File: config.mk
export PLATFORM = sky130hd
export DESIGN_NAME = xt_lb_bridge
export DESIGN_NICKNAME = d
export VERILOG_FILES = /design/src/rtl/xt_lb_bridge_pkg.sv /design/src/rtl/xt_lb_watchdog.sv /design/src/rtl/xt_lb_bridge.sv
export SDC_FILE = /design/constraint.sdc
export NUM_CORES = 1
export LEC_CHECK = 0
export ABC_AREA = 1
export BUFFER_PORTS_ARGS = -buffer_cell sky130_fd_sc_hd__clkbuf_2
export CAP_MARGIN = 25
export CORE_MARGIN = 5
export CORE_UTILIZATION = 49
export DETAILED_ROUTE_END_ITERATION = 7
export GPL_TIMING_DRIVEN = 0
export PLACE_DENSITY = 0.86
export SETUP_SLACK_MARGIN = 0.15
export SLEW_MARGIN = 10
export SYNTH_ARGS = -nofsm -noshare
export SYNTH_HDL_FRONTEND = slang
export SYNTH_HIERARCHICAL = 1
export SYNTH_SLANG_ARGS = --single-unit
File: constraint.sdc
create_clock -name hb_clk -period 5.5 [get_ports hb_clk]
set_input_delay 0.55 -clock hb_clk [delete_from_list [all_inputs] [get_ports hb_clk]]
set_output_delay 0.55 -clock hb_clk [all_outputs]
set_load 0.02 [all_outputs]
File: src/rtl/xt_lb_bridge_pkg.sv
// rtl/xt_lb_bridge_pkg.sv - shared types and constants for the HB-to-LB bridge
package xt_lb_bridge_pkg;

    localparam int LB_ADDR_MAX = 32;
    localparam int LB_DATA_MAX = 64;
    localparam logic [LB_DATA_MAX-1:0] LB_ERR_RDATA = '1;

    typedef enum logic [1:0] {
        LB_IDLE,
        LB_READ,
        LB_WRITE,
        LB_DONE
    } lb_bridge_state_e;

    // Sized for the widest bus; instances use the low ADDR_WIDTH/DATA_WIDTH bits.
    typedef struct packed {
        logic [LB_ADDR_MAX-1:0] raddr;
        logic [LB_ADDR_MAX-1:0] waddr;
        logic [LB_DATA_MAX-1:0] wdata;
        logic [1:0]             width;
        logic                   ren;
        logic                   wen;
    } lb_req_t;

endpackage

File: src/rtl/xt_lb_watchdog.sv
// rtl/xt_lb_watchdog.sv - wait-state counter flagging the last permitted cycle
module xt_lb_watchdog #(
    parameter int TIMEOUT_CYCLES = 64
) (
    input  logic clk,
    input  logic rst,
    input  logic i_clear,
    input  logic i_enable,
    output logic o_expired
);

    localparam int CNT_W = (TIMEOUT_CYCLES > 1) ? $clog2(TIMEOUT_CYCLES) : 1;
    localparam logic [CNT_W-1:0] LAST = CNT_W'(TIMEOUT_CYCLES - 1);

    logic [CNT_W-1:0] r_count;

    always_ff @(posedge clk or posedge rst) begin
        if (rst) begin
            r_count <= '0;
        end else if (i_clear) begin
            r_count <= '0;
        end else if (i_enable) begin
            r_count <= r_count + 1'b1;
        end
    end

    // A zero timeout leaves the counter free-running but never reports expiry.
    assign o_expired = (TIMEOUT_CYCLES != 0) && i_enable && (r_count == LAST);

endmodule

File: src/rtl/xt_lb_bridge.sv
// rtl/xt_lb_bridge.sv - one HB access to LB strobes with slave select, wait states and timeout
module xt_lb_bridge
    import xt_lb_bridge_pkg::*;
#(
    parameter int SLAVE_NUM      = 4,
    parameter int ADDR_WIDTH     = 12,
    parameter int DATA_WIDTH     = 32,
    parameter int TIMEOUT_CYCLES = 64
) (
    input  logic                  hb_clk,
    input  logic                  rst,
    input  logic                  hb_ren,
    input  logic                  hb_wen,
    input  logic [ADDR_WIDTH-1:0] hb_raddr,
    input  logic [ADDR_WIDTH-1:0] hb_waddr,
    input  logic [DATA_WIDTH-1:0] hb_wdata,
    input  logic [1:0]            hb_write_width,
    output logic                  hb_busy,
    output logic [DATA_WIDTH-1:0] hb_rdata,
    output logic                  hb_read_finish,
    output logic                  hb_write_finish,
    output logic                  hb_error,
    output logic                  lb_ren,
    output logic                  lb_wen,
    output logic [ADDR_WIDTH-1:0] lb_addr,
    output logic [DATA_WIDTH-1:0] lb_wdata,
    output logic [1:0]            lb_write_width,
    output logic [SLAVE_NUM-1:0]  lb_sel,
    input  logic [DATA_WIDTH-1:0] lb_data_in [SLAVE_NUM],
    input  logic [SLAVE_NUM-1:0]  lb_ready
);

    localparam int IDX_W = (SLAVE_NUM > 1) ? $clog2(SLAVE_NUM) : 1;

    lb_bridge_state_e r_state;
    lb_bridge_state_e w_next;
    lb_req_t          r_req;
    logic             r_err;
    logic [DATA_WIDTH-1:0] r_rdata;

    logic [ADDR_WIDTH-1:0] w_raddr;
    logic [ADDR_WIDTH-1:0] w_waddr;
    logic [ADDR_WIDTH-1:0] w_addr;
    logic [IDX_W-1:0]      w_idx;
    logic                  w_idx_ok;
    logic                  w_active;
    logic                  w_rdy;
    logic                  w_expired;
    logic                  w_unused;

    assign w_raddr  = r_req.raddr[ADDR_WIDTH-1:0];
    assign w_waddr  = r_req.waddr[ADDR_WIDTH-1:0];
    assign w_active = (r_state == LB_READ) || (r_state == LB_WRITE);
    assign w_addr   = (r_state == LB_WRITE) ? w_waddr : w_raddr;
    assign w_idx    = w_addr[ADDR_WIDTH-1 -: IDX_W];
    assign w_idx_ok = (32'(w_idx) < SLAVE_NUM);
    // Only the selected slave's ready counts; others may toggle freely.
    assign w_rdy    = w_idx_ok && lb_ready[w_idx];
    assign w_unused = ^{r_req.raddr, r_req.waddr, r_req.wdata};

    xt_lb_watchdog #(
        .TIMEOUT_CYCLES (TIMEOUT_CYCLES)
    ) u_watchdog (
        .clk       (hb_clk),
        .rst       (rst),
        .i_clear   (w_next != r_state),
        .i_enable  (w_active),
        .o_expired (w_expired)
    );

    always_comb begin
        w_next = r_state;
        case (r_state)
            LB_IDLE: begin
                if (hb_ren) begin
                    w_next = LB_READ;
                end else if (hb_wen) begin
                    w_next = LB_WRITE;
                end
            end
            LB_READ: begin
                if (!w_idx_ok) begin
                    w_next = LB_DONE;
                end else if (w_rdy) begin
                    w_next = r_req.wen ? LB_WRITE : LB_DONE;
                end else if (w_expired) begin
                    w_next = LB_DONE;
                end
            end
            LB_WRITE: begin
                if (!w_idx_ok || w_rdy || w_expired) begin
                    w_next = LB_DONE;
                end
            end
            default: w_next = LB_IDLE;
        endcase
    end

    always_ff @(posedge hb_clk or posedge rst) begin
        if (rst) begin
            r_state <= LB_IDLE;
            r_req   <= '0;
            r_err   <= 1'b0;
            r_rdata <= '0;
        end else begin
            r_state <= w_next;
            case (r_state)
                LB_IDLE: begin
                    if (hb_ren || hb_wen) begin
                        r_req.raddr <= LB_ADDR_MAX'(hb_raddr);
                        r_req.waddr <= LB_ADDR_MAX'(hb_waddr);
                        r_req.wdata <= LB_DATA_MAX'(hb_wdata);
                        r_req.width <= hb_write_width;
                        r_req.ren   <= hb_ren;
                        r_req.wen   <= hb_wen;
                        r_err       <= 1'b0;
                    end
                end
                LB_READ: begin
                    if (!w_idx_ok || (!w_rdy && w_expired)) begin
                        r_err   <= 1'b1;
                        r_rdata <= LB_ERR_RDATA[DATA_WIDTH-1:0];
                    end else if (w_rdy) begin
                        r_rdata <= lb_data_in[w_idx];
                    end
                end
                LB_WRITE: begin
                    if (!w_idx_ok || (!w_rdy && w_expired)) begin
                        r_err <= 1'b1;
                    end
                end
                default: ;
            endcase
        end
    end

    assign hb_busy         = (r_state != LB_IDLE);
    assign hb_rdata        = r_rdata;
    assign hb_read_finish  = (r_state == LB_DONE) && r_req.ren;
    assign hb_write_finish = (r_state == LB_DONE) && r_req.wen;
    assign hb_error        = (r_state == LB_DONE) && r_err;

    assign lb_ren         = (r_state == LB_READ) && w_idx_ok;
    assign lb_wen         = (r_state == LB_WRITE) && w_idx_ok;
    assign lb_sel         = (w_active && w_idx_ok) ? (SLAVE_NUM'(1) << w_idx) : '0;
    assign lb_addr        = w_active ? w_addr : '0;
    assign lb_wdata       = r_req.wdata[DATA_WIDTH-1:0];
    assign lb_write_width = r_req.width;

endmodule
==> results of run 1 <==
-- area by class of cell --
cell class	instances	area [sq um]	area share
flip-flops and latches	101	2530	0.356
multi-input cells	355	2240	0.316
repair buffers	282	1430	0.202
plain buffers	67	405	0.0571
well taps	136	170	0.0240
clock buffers	9	124	0.0175
inverters	27	104	0.0146
clock inverters	7	90.1	0.0127
-- flip-flops by register name, summed over array words and instances, names as in the netlist --
name,count
lb_wdata,32
u_watchdog/r_count,6
lb_write_width,2
r_state,2
r_req,26
hb_rdata,32
r_err,1
-- synth_stat cells --
master / number
sky130_fd_sc_hd__a21oi_1: 39
sky130_fd_sc_hd__a221oi_1: 1
sky130_fd_sc_hd__a22oi_1: 44
sky130_fd_sc_hd__a41oi_1: 22
sky130_fd_sc_hd__buf_1: 1
sky130_fd_sc_hd__buf_2: 21
sky130_fd_sc_hd__buf_4: 34
sky130_fd_sc_hd__clkbuf_1: 11
sky130_fd_sc_hd__dfrtp_1: 101
sky130_fd_sc_hd__ha_1: 7
sky130_fd_sc_hd__inv_1: 24
sky130_fd_sc_hd__inv_2: 3
sky130_fd_sc_hd__mux2_2: 55
sky130_fd_sc_hd__nand2_1: 78
sky130_fd_sc_hd__nand2_2: 1
sky130_fd_sc_hd__nand3_1: 14
sky130_fd_sc_hd__nand3_2: 1
sky130_fd_sc_hd__nand4_1: 10
sky130_fd_sc_hd__nor2_1: 53
sky130_fd_sc_hd__nor2_2: 7
sky130_fd_sc_hd__nor3_1: 6
sky130_fd_sc_hd__o21ai_0: 14
sky130_fd_sc_hd__o21ai_1: 1
sky130_fd_sc_hd__o21ai_2: 1
sky130_fd_sc_hd__o22a_1: 1
-- per-layer routing --
layer,global-route usage,vias to the layer above
li1,-,2475
met1,0.287,2407
met2,0.416,228
met3,0.0796,37
met4,0.0913,0
met5,0,-
-- power by group --
group / leakage [uW] / internal (uW) / switching (uW)
clock network: 0.000110 / 224 / 283
logic: 0.00239 / 1180 / 1880
registers: 0.00118 / 1110 / 188
-- through the flow --
step	power, uW	utilization	hold WS (ns)	setup slack [ns]
2_1_floorplan	3450	-	0.341	2.47
6_report	4870	0.681	0.116	2.63
3_5_place_dp	4370	0.661	0.490	2.60
5_1_grt	5240	0.681	0.125	2.24
3_3_place_gp	4310	0.658	0.469	1.32
4_1_cts	4890	0.681	0.0946	2.59
-- worst max path at each step --
| stage | slack, ns | cells past startpoint | to |
|---|---|---|---|
| finish | 2.63 | 19 | u_watchdog/r_count[4]$_DFFE_PP0P_ |
| global placement | 1.32 | 2 | lb_wdata[25]$_DFFE_PP0P_ |
| global route | 2.24 | 19 | u_watchdog/r_count[4]$_DFFE_PP0P_ |
| detailed placement | 2.60 | 19 | u_watchdog/r_count[3]$_DFFE_PP0P_ |
| CTS | 2.59 | 19 | u_watchdog/r_count[4]$_DFFE_PP0P_ |
| floorplan | 2.47 | 1 | hb_rdata[0]$_DFFE_PP0P_ |
-- cell families (layout without fill, tap and decap cells) --
kind of cell	after synthesis	count (layout)	synth area share
adders and majority gates	7	7	0.0166
and+or+nand+nor	170	170	0.135
DFF	101	101	0.479
buffers and inverters	94	392	0.0961
muxes	55	55	0.117
AOI/OAI and AO/OA	123	123	0.155
==> flow_summary.ini, run 1 <==
[place]
place_hpwl_mm = 13.1
placedInstanceArea_sq_um = 6880
numPortBuffers = 281
dpl.cell_count = 968
gp_congestion = 0.990

[timing]
max-slew-margin-rel = 0.630
grt_setup_unrepaired = no
finalHoldViolCount = 0
fin_crit_ns = 2.87
final-setup-viol-count = 0
setup-tns-final_ns = 0
drv_slew = 0
fmax_mhz = 349
fin_worst_skew_ns = 0.0163
worst_pin_slew_ns = 0.554
post-route-period-util = 0.521

[cells_and_area]
layout.cells.non_filler = 984
fillers = 909
commonest_non_fill_non_tap_cell_in_the_layout = sky130_fd_sc_hd__clkbuf_2
number_of_nets_in_the_layout = 1044
antenna-diode-count = 0
synthToLayoutAreaGrowth_pct = 34.5
most-common-layout-cells = sky130_fd_sc_hd__clkbuf_2 (281), sky130_fd_sc_hd__dfrtp_1 (101), sky130_fd_sc_hd__nand2_1 (78)
final_layout_size_suffix_gt1_frac = 0.498
fin_area_sq_um = 7100

[synth]
main_area_contributors_after_synthesis = sky130_fd_sc_hd__dfrtp_1 (48%), sky130_fd_sc_hd__mux2_2 (12%), sky130_fd_sc_hd__a22oi_1 (6.3%)
synth_area_sq_um = 5280
synth_seq_cells = 101
syn_nets = 751
yosys_warnings = 6
synth.yosys.seq_area_share = 0.479
synth_area_per_cell_sq_um = 9.59
netlist.area_leader.share = 0.479
post_synthesis_cell_type_with_the_largest_combined_area = sky130_fd_sc_hd__dfrtp_1
netlist_instances = 550
synth.lib_cells_used.distinct = 25

[routing]
detail_route.iter0.violations = 304
routed_wire_length_mm = 16.2
detailroute.via_count = 5147
antenna_violating_nets_post_route = 0
met2RoutedLength_mm = 8.20
firstDrtPassIters = 5
drc = 0
met3RoutedLength_mm = 1.51
wl_met1_mm = 6.03
routed_via_density = 5.23
routed_length_per_instance_um = 16.4
top_layer = met4

[clock_network]
max-clock-path-buffers = 2
cts.clk_slew.worst_paths_ns = 0.10
post_cts_resized = 0
tritoncts = done
clk-insertion-delay-late_ns = 0.37
clock-sinks = 101
cts_root_buf = sky130_fd_sc_hd__clkbuf_8
cts_setup_buffers = 0
tritoncts.num_buffers = 9
htree_levels = 3
holdBufCountCts = 0

[setup_path]
setup_slack_of_the_worst_register_to_register_path_ns = 2.63
end_kind = register
cp_cell_sequence = inv_1 > ha_1 > inv_2 > nand2_1 > nand2_2 > nand2_1 > nand2_1 > nand2_1 > nand2_1 > nand2_1 > nand3_1 > nand3_1 > nand2_1 > nand2_1 > nand3_1 > nor2_2 > inv_2 > a21oi_1 > nor2_1
slowest_delay_ns = 0.45
startpoint_of_the_most_critical_setup_path = r_state[0]$_DFF_PP0_
timing.critical_path.arrival_ns = 3.12
critical_path.reg2reg.startpoint = r_state[0]$_DFF_PP0_
criticalPathCategory = register to register
crit_top_cell = sky130_fd_sc_hd__nand2_1
crit_required_ns = 5.75
worstRegToRegCells = 19
cp-start-kind = register
critical-path-top-delay-family = simple AND/OR/NAND/NOR gates
worstPathMaxFanout = 8
crit_path_top_delay_cell = sky130_fd_sc_hd__dfrtp_1
cp.buffers_inverters = 3
critical_path.reg2reg.endpoint = u_watchdog/r_count[4]$_DFFE_PP0P_

[power_and_ir_drop]
power_leakage_uw = 0.00368
power-per-cell-area_nw_per_um2 = 686
ir_drop_mv = 0.374

[die]
site_rows = 37
die_height_um = 114
die_x_um = 114
io_pins = 282
dieArea_sq_um = 12900
initial_utilization = 0.506
core_area_sq_um = 10400

[global_route]
grt_antenna_before_repair = 0
track_usage = 0.244
grt_max_degree = 65
grt_overflow_total = 0
vias_in_the_first_global_route = 5272
first_pass_grt_wire_length_mm = 25.4

[flow_run]
max-cap-violations = 0

[hold_path]
hp-class = input pin to async pin

[run_status]
status = complete, no violations
Power figures use the tool's default switching activity.
==> run 2, diff against run 1 <==
- ABC_AREA: 1 -> 0
- CORE_UTILIZATION: 49 -> 46
- PLACE_DENSITY: 0.86 -> 0.81
- clock period: 5.5 -> 2.8 ns (I/O delays scaled with it)
==> run 2 against run 1 <==
  * Sequential cell count stayed put
  * Worst setup slack worse by 2.4 ns
  * Synthesized area is 5.0% higher
  * Count of clock-buffer cells in the layout is 2 higher
  * Core utilization is 3.3 points lower
  * Worst hold slack better by 0.038 ns
  * Via count is 3.6% higher
  * Die area is 11% higher
  * Sequential share of layout area is 2.8 points lower
  * Power is 110% higher
  * First-iteration DRC count is 0.99% lower
  * Highest routed layer unchanged
==> flow_summary.ini, run 2 <==
[clock_network]
clk-insertion-delay-late_ns = 0.35
max-clock-path-buffers = 2
cts.clk_slew.worst_paths_ns = 0.07
htree_levels = 3
tritoncts.num_buffers = 9
clock-sinks = 101
cts_root_buf = sky130_fd_sc_hd__clkbuf_16
tritoncts = done

[setup_path]
setup_slack_of_the_worst_register_to_register_path_ns = 0.25
worstRegToRegCells = 9
worstPathMaxFanout = 10
timing.critical_path.arrival_ns = 2.33
criticalPathCategory = register to output port
critical_path.reg2reg.endpoint = u_watchdog/r_count[4]$_DFFE_PP0P_
critical_path.reg2reg.startpoint = r_state[1]$_DFF_PP0_
crit_required_ns = 2.52
end_kind = output port
cp-start-kind = register

[synth]
syn_nets = 740
post-synth-top-count-cell = sky130_fd_sc_hd__dfrtp_1
netlist.area_leader.share = 0.456
synth_area_sq_um = 5540
synth.lib_cells_used.distinct = 41
netlist_instances = 539
synth_seq_cells = 101
synth.yosys.seq_area_share = 0.456
synthFlopType = sky130_fd_sc_hd__dfrtp_1
number_of_enable_type_register_cells_in_the_synthesized_netlist = 0
synth.cells.most_frequent = sky130_fd_sc_hd__dfrtp_1 (101), sky130_fd_sc_hd__nand2_1 (72), sky130_fd_sc_hd__mux2_2 (58)
synth-async-reset-ratio = 1.00
synth_area_per_cell_sq_um = 10.3
main_area_contributors_after_synthesis = sky130_fd_sc_hd__dfrtp_1 (46%), sky130_fd_sc_hd__mux2_2 (12%), sky130_fd_sc_hd__o22a_1 (5.1%)
post_synthesis_cell_type_with_the_largest_combined_area = sky130_fd_sc_hd__dfrtp_1
yosys_warnings = 6

[cells_and_area]
final_layout_size_suffix_gt1_frac = 0.506
utilization = 0.648
antenna-diode-count = 0
number_of_nets_in_the_layout = 1045
most-common-layout-cells = sky130_fd_sc_hd__clkbuf_2 (282), sky130_fd_sc_hd__dfrtp_1 (99), sky130_fd_sc_hd__nand2_1 (72)
commonest_non_fill_non_tap_cell_in_the_layout = sky130_fd_sc_hd__clkbuf_2
synthToLayoutAreaGrowth_pct = 39.3
fillers = 1019

[timing]
setup-tns-final_ns = 0
worst_pin_slew_ns = 0.660
finalHoldViolCount = 0
drv_slew = 0
final-setup-viol-count = 0
fin_worst_skew_ns = 0.00585
fmax_mhz = 384
fin_crit_ns = 2.61
grt_setup_unrepaired = yes
max-slew-margin-rel = 0.559
post-route-period-util = 0.931
setup_ws_ns = 0.194

[place]
dpl_worst_slack_ns = -0.570
place_hpwl_mm = 14.5
numPortBuffers = 281
gp_congestion = 0.918

[global_route]
vias_in_the_first_global_route = 5539
grt_max_degree = 39
grt_antenna_before_repair = 0
first_pass_grt_wire_length_mm = 28.5
track_usage = 0.252
grt_overflow_total = 0

[routing]
firstDrtPassIters = 4
detail_route.iter0.violations = 301
routed_length_per_instance_um = 18.4
detailroute.via_count = 5331
routed_via_density = 5.35
routed_wire_length_mm = 18.3
antenna_violating_nets_post_route = 0
drc = 0

[power_and_ir_drop]
finalPower_uw = 10400
ir_drop_mv = 0.732
power-per-cell-area_nw_per_um2 = 1350
power_leakage_uw = 0.00377

[run_status]
status = complete, no violations

[hold_path]
hp-class = input pin to register
endpoint_of_the_worst_hold_timing_path = lb_wdata[14]$_DFFE_PP0P_
number_of_instances_on_the_worst_hold_path = 2
min-delay-start = hb_wdata[14]

[die]
site_rows = 40
core_area_sq_um = 11900
dieArea_sq_um = 14300
die_x_um = 120
io_pins = 282
initial_utilization = 0.465
die_height_um = 120

[flow_run]
max-cap-violations = 0
## run 2: cell types whose count changed in the layout (fill, tap and decap cells not counted), moves of 17 or more
cell,previous run,this run
sky130_fd_sc_hd__a211oi_1,0,34
sky130_fd_sc_hd__inv_1,23,6
sky130_fd_sc_hd__a31oi_1,0,33
sky130_fd_sc_hd__o22a_1,1,32
sky130_fd_sc_hd__nor2_1,53,20
sky130_fd_sc_hd__a21oi_1,39,5
sky130_fd_sc_hd__and2_0,0,18
sky130_fd_sc_hd__and2_1,0,19
sky130_fd_sc_hd__a41oi_1,22,0
sky130_fd_sc_hd__buf_2,21,4
sky130_fd_sc_hd__a22oi_1,44,0
## run 2: how the worst max path moves through the flow
stage                    startpoint                                 to  depth (start not counted)
2_1_floorplan  r_state[0]$_DFF_PP0_  u_watchdog/r_count[0]$_DFFE_PP0P_                         10
3_3_place_gp   r_state[0]$_DFF_PP0_                          lb_sel[0]                          8
3_5_place_dp   r_state[0]$_DFF_PP0_                          lb_sel[0]                          8
4_1_cts        r_state[0]$_DFF_PP0_                         lb_addr[5]                          7
5_1_grt        r_state[0]$_DFF_PP0_                          lb_sel[1]                          9
6_report       r_state[0]$_DFF_PP0_                          lb_sel[1]                          9
## run 2: per-layer routing
metal	track usage	up-vias	wire length [um]
met5	0	-	0
met1	0.287	2534	6760
met4	0.104	0	539
met2	0.438	256	9290
li1	-	2508	-
met3	0.0811	33	1710
## run 2: logic make-up after synthesis
group	after synthesis	synth area share
compound gates	119	0.157
xor+xnor	4	0.00632
mux	71	0.142
simple gates	157	0.139
buf+inv	80	0.0849
fa+ha+maj	7	0.0158
flops	101	0.456
## run 2: stage by stage
stage               cells  hold slack [ns]  cell area [sq um]
floorplan             539           0.0710               5550
global placement      967            0.217               7140
detailed placement    969            0.220               7180
CTS                   994            0.145               7680
global route          996            0.149               7720
finish                996            0.154               7720
## run 2: repair_timing
item / CTS / global route
hold buffers: 1 / 0
cloned: 1 / 0
endpoints found under the hold margin: 6 / 0
setup endpoints to repair: 52 / 23
gates resized for setup: 26 / 9
setup buffers: 7 / 2
pin swaps: 1 / 7
## run 2: area by class of cell
type / instances / area (sq um) / area share
Sequential cell: 101 / 2530 / 0.328
Clock inverter: 5 / 83.8 / 0.0109
Clock buffer: 11 / 243 / 0.0315
Inverter: 8 / 33.8 / 0.00438
Tap cell: 147 / 184 / 0.0238
Multi-Input combinational cell: 358 / 2600 / 0.337
Buffer: 72 / 487 / 0.0631
Timing Repair Buffer: 294 / 1560 / 0.202
## run 2: power breakdown
group          internal (uW)  switching (uW)
sequential              2180             434
combinational           2850            3600
clock                    810             563
## run 2: worst max-delay path: stages (launching register included)
cell	delay (ns)
sky130_fd_sc_hd__dfrtp_2	0.42
sky130_fd_sc_hd__inv_2	0.11
sky130_fd_sc_hd__ha_4	0.19
sky130_fd_sc_hd__buf_8	0.14
sky130_fd_sc_hd__mux2_4	0.32
sky130_fd_sc_hd__clkbuf_8	0.16
sky130_fd_sc_hd__buf_4	0.17
sky130_fd_sc_hd__buf_4	0.18
sky130_fd_sc_hd__nor3_2	0.11
sky130_fd_sc_hd__buf_4	0.17
==> run 3, diff against run 2 <==
- CELL_PAD_IN_SITES_DETAIL_PLACEMENT: default -> 1
- CELL_PAD_IN_SITES_GLOBAL_PLACEMENT: default -> 2
- CORE_UTILIZATION: 46 -> 26
- PLACE_DENSITY: 0.81 -> default
- PLACE_DENSITY_LB_ADDON: default -> 0.1
==> run 3 against run 2 <==
  * Worst hold slack got worse by 0.010 ns
  * First-iteration DRC count fell by 58%
  * Final cell count rose by 13%
  * Power rose by 0.27%
  * Fmax rose by 2.2%
  * Register-to-register slack improved by 0.06 ns
  * Critical path type unchanged
  * Critical path depth did not move
  * Core utilization fell by 27 points
  * Clock power fell by 7%
  * Non-clock buffer count fell by 1
  * Sequential share of layout area fell by 0.68 points
  * Combinational power rose by 2%
==> flow_summary.ini, run 3 (same netlist as run 2, synthesis figures left out) <==
[setup_path]
end_kind = output port
setup_slack_of_the_worst_register_to_register_path_ns = 0.31
criticalPathCategory = register to output port
timing.critical_path.arrival_ns = 2.27
worstPathMaxFanout = 10
cp_cell_sequence = inv_4 > ha_4 > buf_8 > mux2_4 > clkbuf_8 > buf_6 > buf_6 > nor3_4 > buf_6
crit_path_top_delay_cell = sky130_fd_sc_hd__dfrtp_2
cp-start-kind = register
crit_top_cell = sky130_fd_sc_hd__buf_6
crit_required_ns = 2.52
slowest_delay_ns = 0.43

[global_route]
track_usage = 0.171
grt_overflow_total = 0
grt_peak_use_layer = met2
grt_met3_usage = 0.0488
grt_antenna_before_repair = 0
grt_util_met2 = 0.303
grt_max_degree = 33
first_pass_grt_wire_length_mm = 32.6
grt.met1_usage = 0.202
vias_in_the_first_global_route = 5901

[die]
core_area_sq_um = 21000
die_height_um = 156
io_pins = 282
initial_utilization = 0.264
dieArea_sq_um = 24300
site_rows = 53
die_x_um = 156

[place]
place_hpwl_mm = 17.0
dpl_worst_slack_ns = -0.655
numPortBuffers = 281
gp_congestion = 0.817

[routing]
detail_route.iter0.violations = 127
routed_via_density = 4.71
routed_length_per_instance_um = 18.8
detailroute.via_count = 5286
firstDrtPassIters = 4
antenna_violating_nets_post_route = 0
drc = 0
routed_wire_length_mm = 21.1

[flow_run]
max-cap-violations = 0

[clock_network]
max-clock-path-buffers = 2
tritoncts = done
cts.clk_slew.worst_paths_ns = 0.08
htree_levels = 3
clk-insertion-delay-late_ns = 0.36
clock-sinks = 101
tritoncts.num_buffers = 9
cts_root_buf = sky130_fd_sc_hd__clkbuf_16

[timing]
fin_worst_skew_ns = 0.0137
worst_pin_slew_ns = 0.686
max-slew-margin-rel = 0.543
fin_crit_ns = 2.55
fin_worst_hold_slack_ns = 0.144
drv_slew = 0
finalHoldViolCount = 0
setup_ws_ns = 0.250
grt_setup_unrepaired = no
post-route-period-util = 0.911
fmax_mhz = 392
final-setup-viol-count = 0

[power_and_ir_drop]
ir_drop_mv = 0.448
power-per-cell-area_nw_per_um2 = 1330
power_leakage_uw = 0.00377
finalPower_uw = 10500

[cells_and_area]
commonest_non_fill_non_tap_cell_in_the_layout = sky130_fd_sc_hd__clkbuf_2
antenna-diode-count = 0
utilization = 0.375
final_layout_size_suffix_gt1_frac = 0.509
synthToLayoutAreaGrowth_pct = 42.3
most-common-layout-cells = sky130_fd_sc_hd__clkbuf_2 (283), sky130_fd_sc_hd__dfrtp_1 (99), sky130_fd_sc_hd__nand2_1 (72)
number_of_nets_in_the_layout = 1044

[hold_path]
hp-class = input pin to register

[run_status]
status = complete, no violations
-- run 3: worst max-delay path: cells and delay by family, from the launching register on --
| family | cells | cell delay, ns |
|---|---|---|
| adder cells (fa/ha/maj) | 1 | 0.19 |
| buffers and inverters | 6 | 0.85 |
| flip-flops | 1 | 0.43 |
| multiplexers | 1 | 0.32 |
| AND/OR/NAND/NOR | 1 | 0.13 |
-- run 3: layout make-up --
| type | instances | area (sq um) |
|---|---|---|
| fillers | 2470 | 13100 |
| multi-input cells | 358 | 2610 |
| flip-flops and latches | 101 | 2530 |
| repair buffers | 294 | 1570 |
| plain buffers | 71 | 494 |
| well taps | 275 | 344 |
| clock buffers | 9 | 225 |
| clock inverters | 7 | 76.3 |
| inverters | 8 | 36.3 |
-- run 3: path summary, 6_finish.rpt --
path / from / end / cells after the start
max in group asynchronous: rst / r_req[76]$_DFFE_PP0P_ / 5
max: r_state[0]$_DFF_PP0_ / lb_sel[1] / 9
max reg2reg: r_state[1]$_DFF_PP0_ / u_watchdog/r_count[5]$_DFFE_PP0P_ / 9
min in group asynchronous: rst / u_watchdog/r_count[2]$_DFFE_PP0P_ / 3
min reg2reg: r_req[1]$_DFFE_PP0P_ / r_req[1]$_DFFE_PP0P_ / 2
min: hb_wdata[16] / lb_wdata[16]$_DFFE_PP0P_ / 2
-- run 3: repair_timing --
action | CTS | global route
setup buffers | 5 | 3
pin swaps | 0 | 1
cloned | 0 | 1
hold endpoints to repair | 15 | 0
hold buffers | 1 | 0
gates resized for setup | 29 | 14
endpoints found under the setup margin | 55 | 40
-- run 3: per-stage QoR --
stage | std cells | cell area (sq um) | setup TNS [ns]
after floorplan | 539 | 5550 | 0
after global placement | 1095 | 7300 | -4.94
after detailed placement | 1098 | 7360 | -6.68
after CTS | 1120 | 7800 | 0
after global routing | 1123 | 7880 | 0
final | 1123 | 7880 | 0
-- run 3: metal layers --
| metal | vias to the layer above | share of wire | routed length (um) |
|---|---|---|---|
| met5 | - | 0 | 0 |
| met4 | 0 | 0.024 | 504 |
| met2 | 154 | 0.51 | 10900 |
| met1 | 2611 | 0.39 | 8320 |
| met3 | 24 | 0.067 | 1410 |
| li1 | 2497 | - | - |
-- run 3: report_power, final --
group	internal, uW	total (uW)	switching [uW]
Sequential	2180	2600	424
Combinational	2860	6590	3720
Clock	632	1270	640
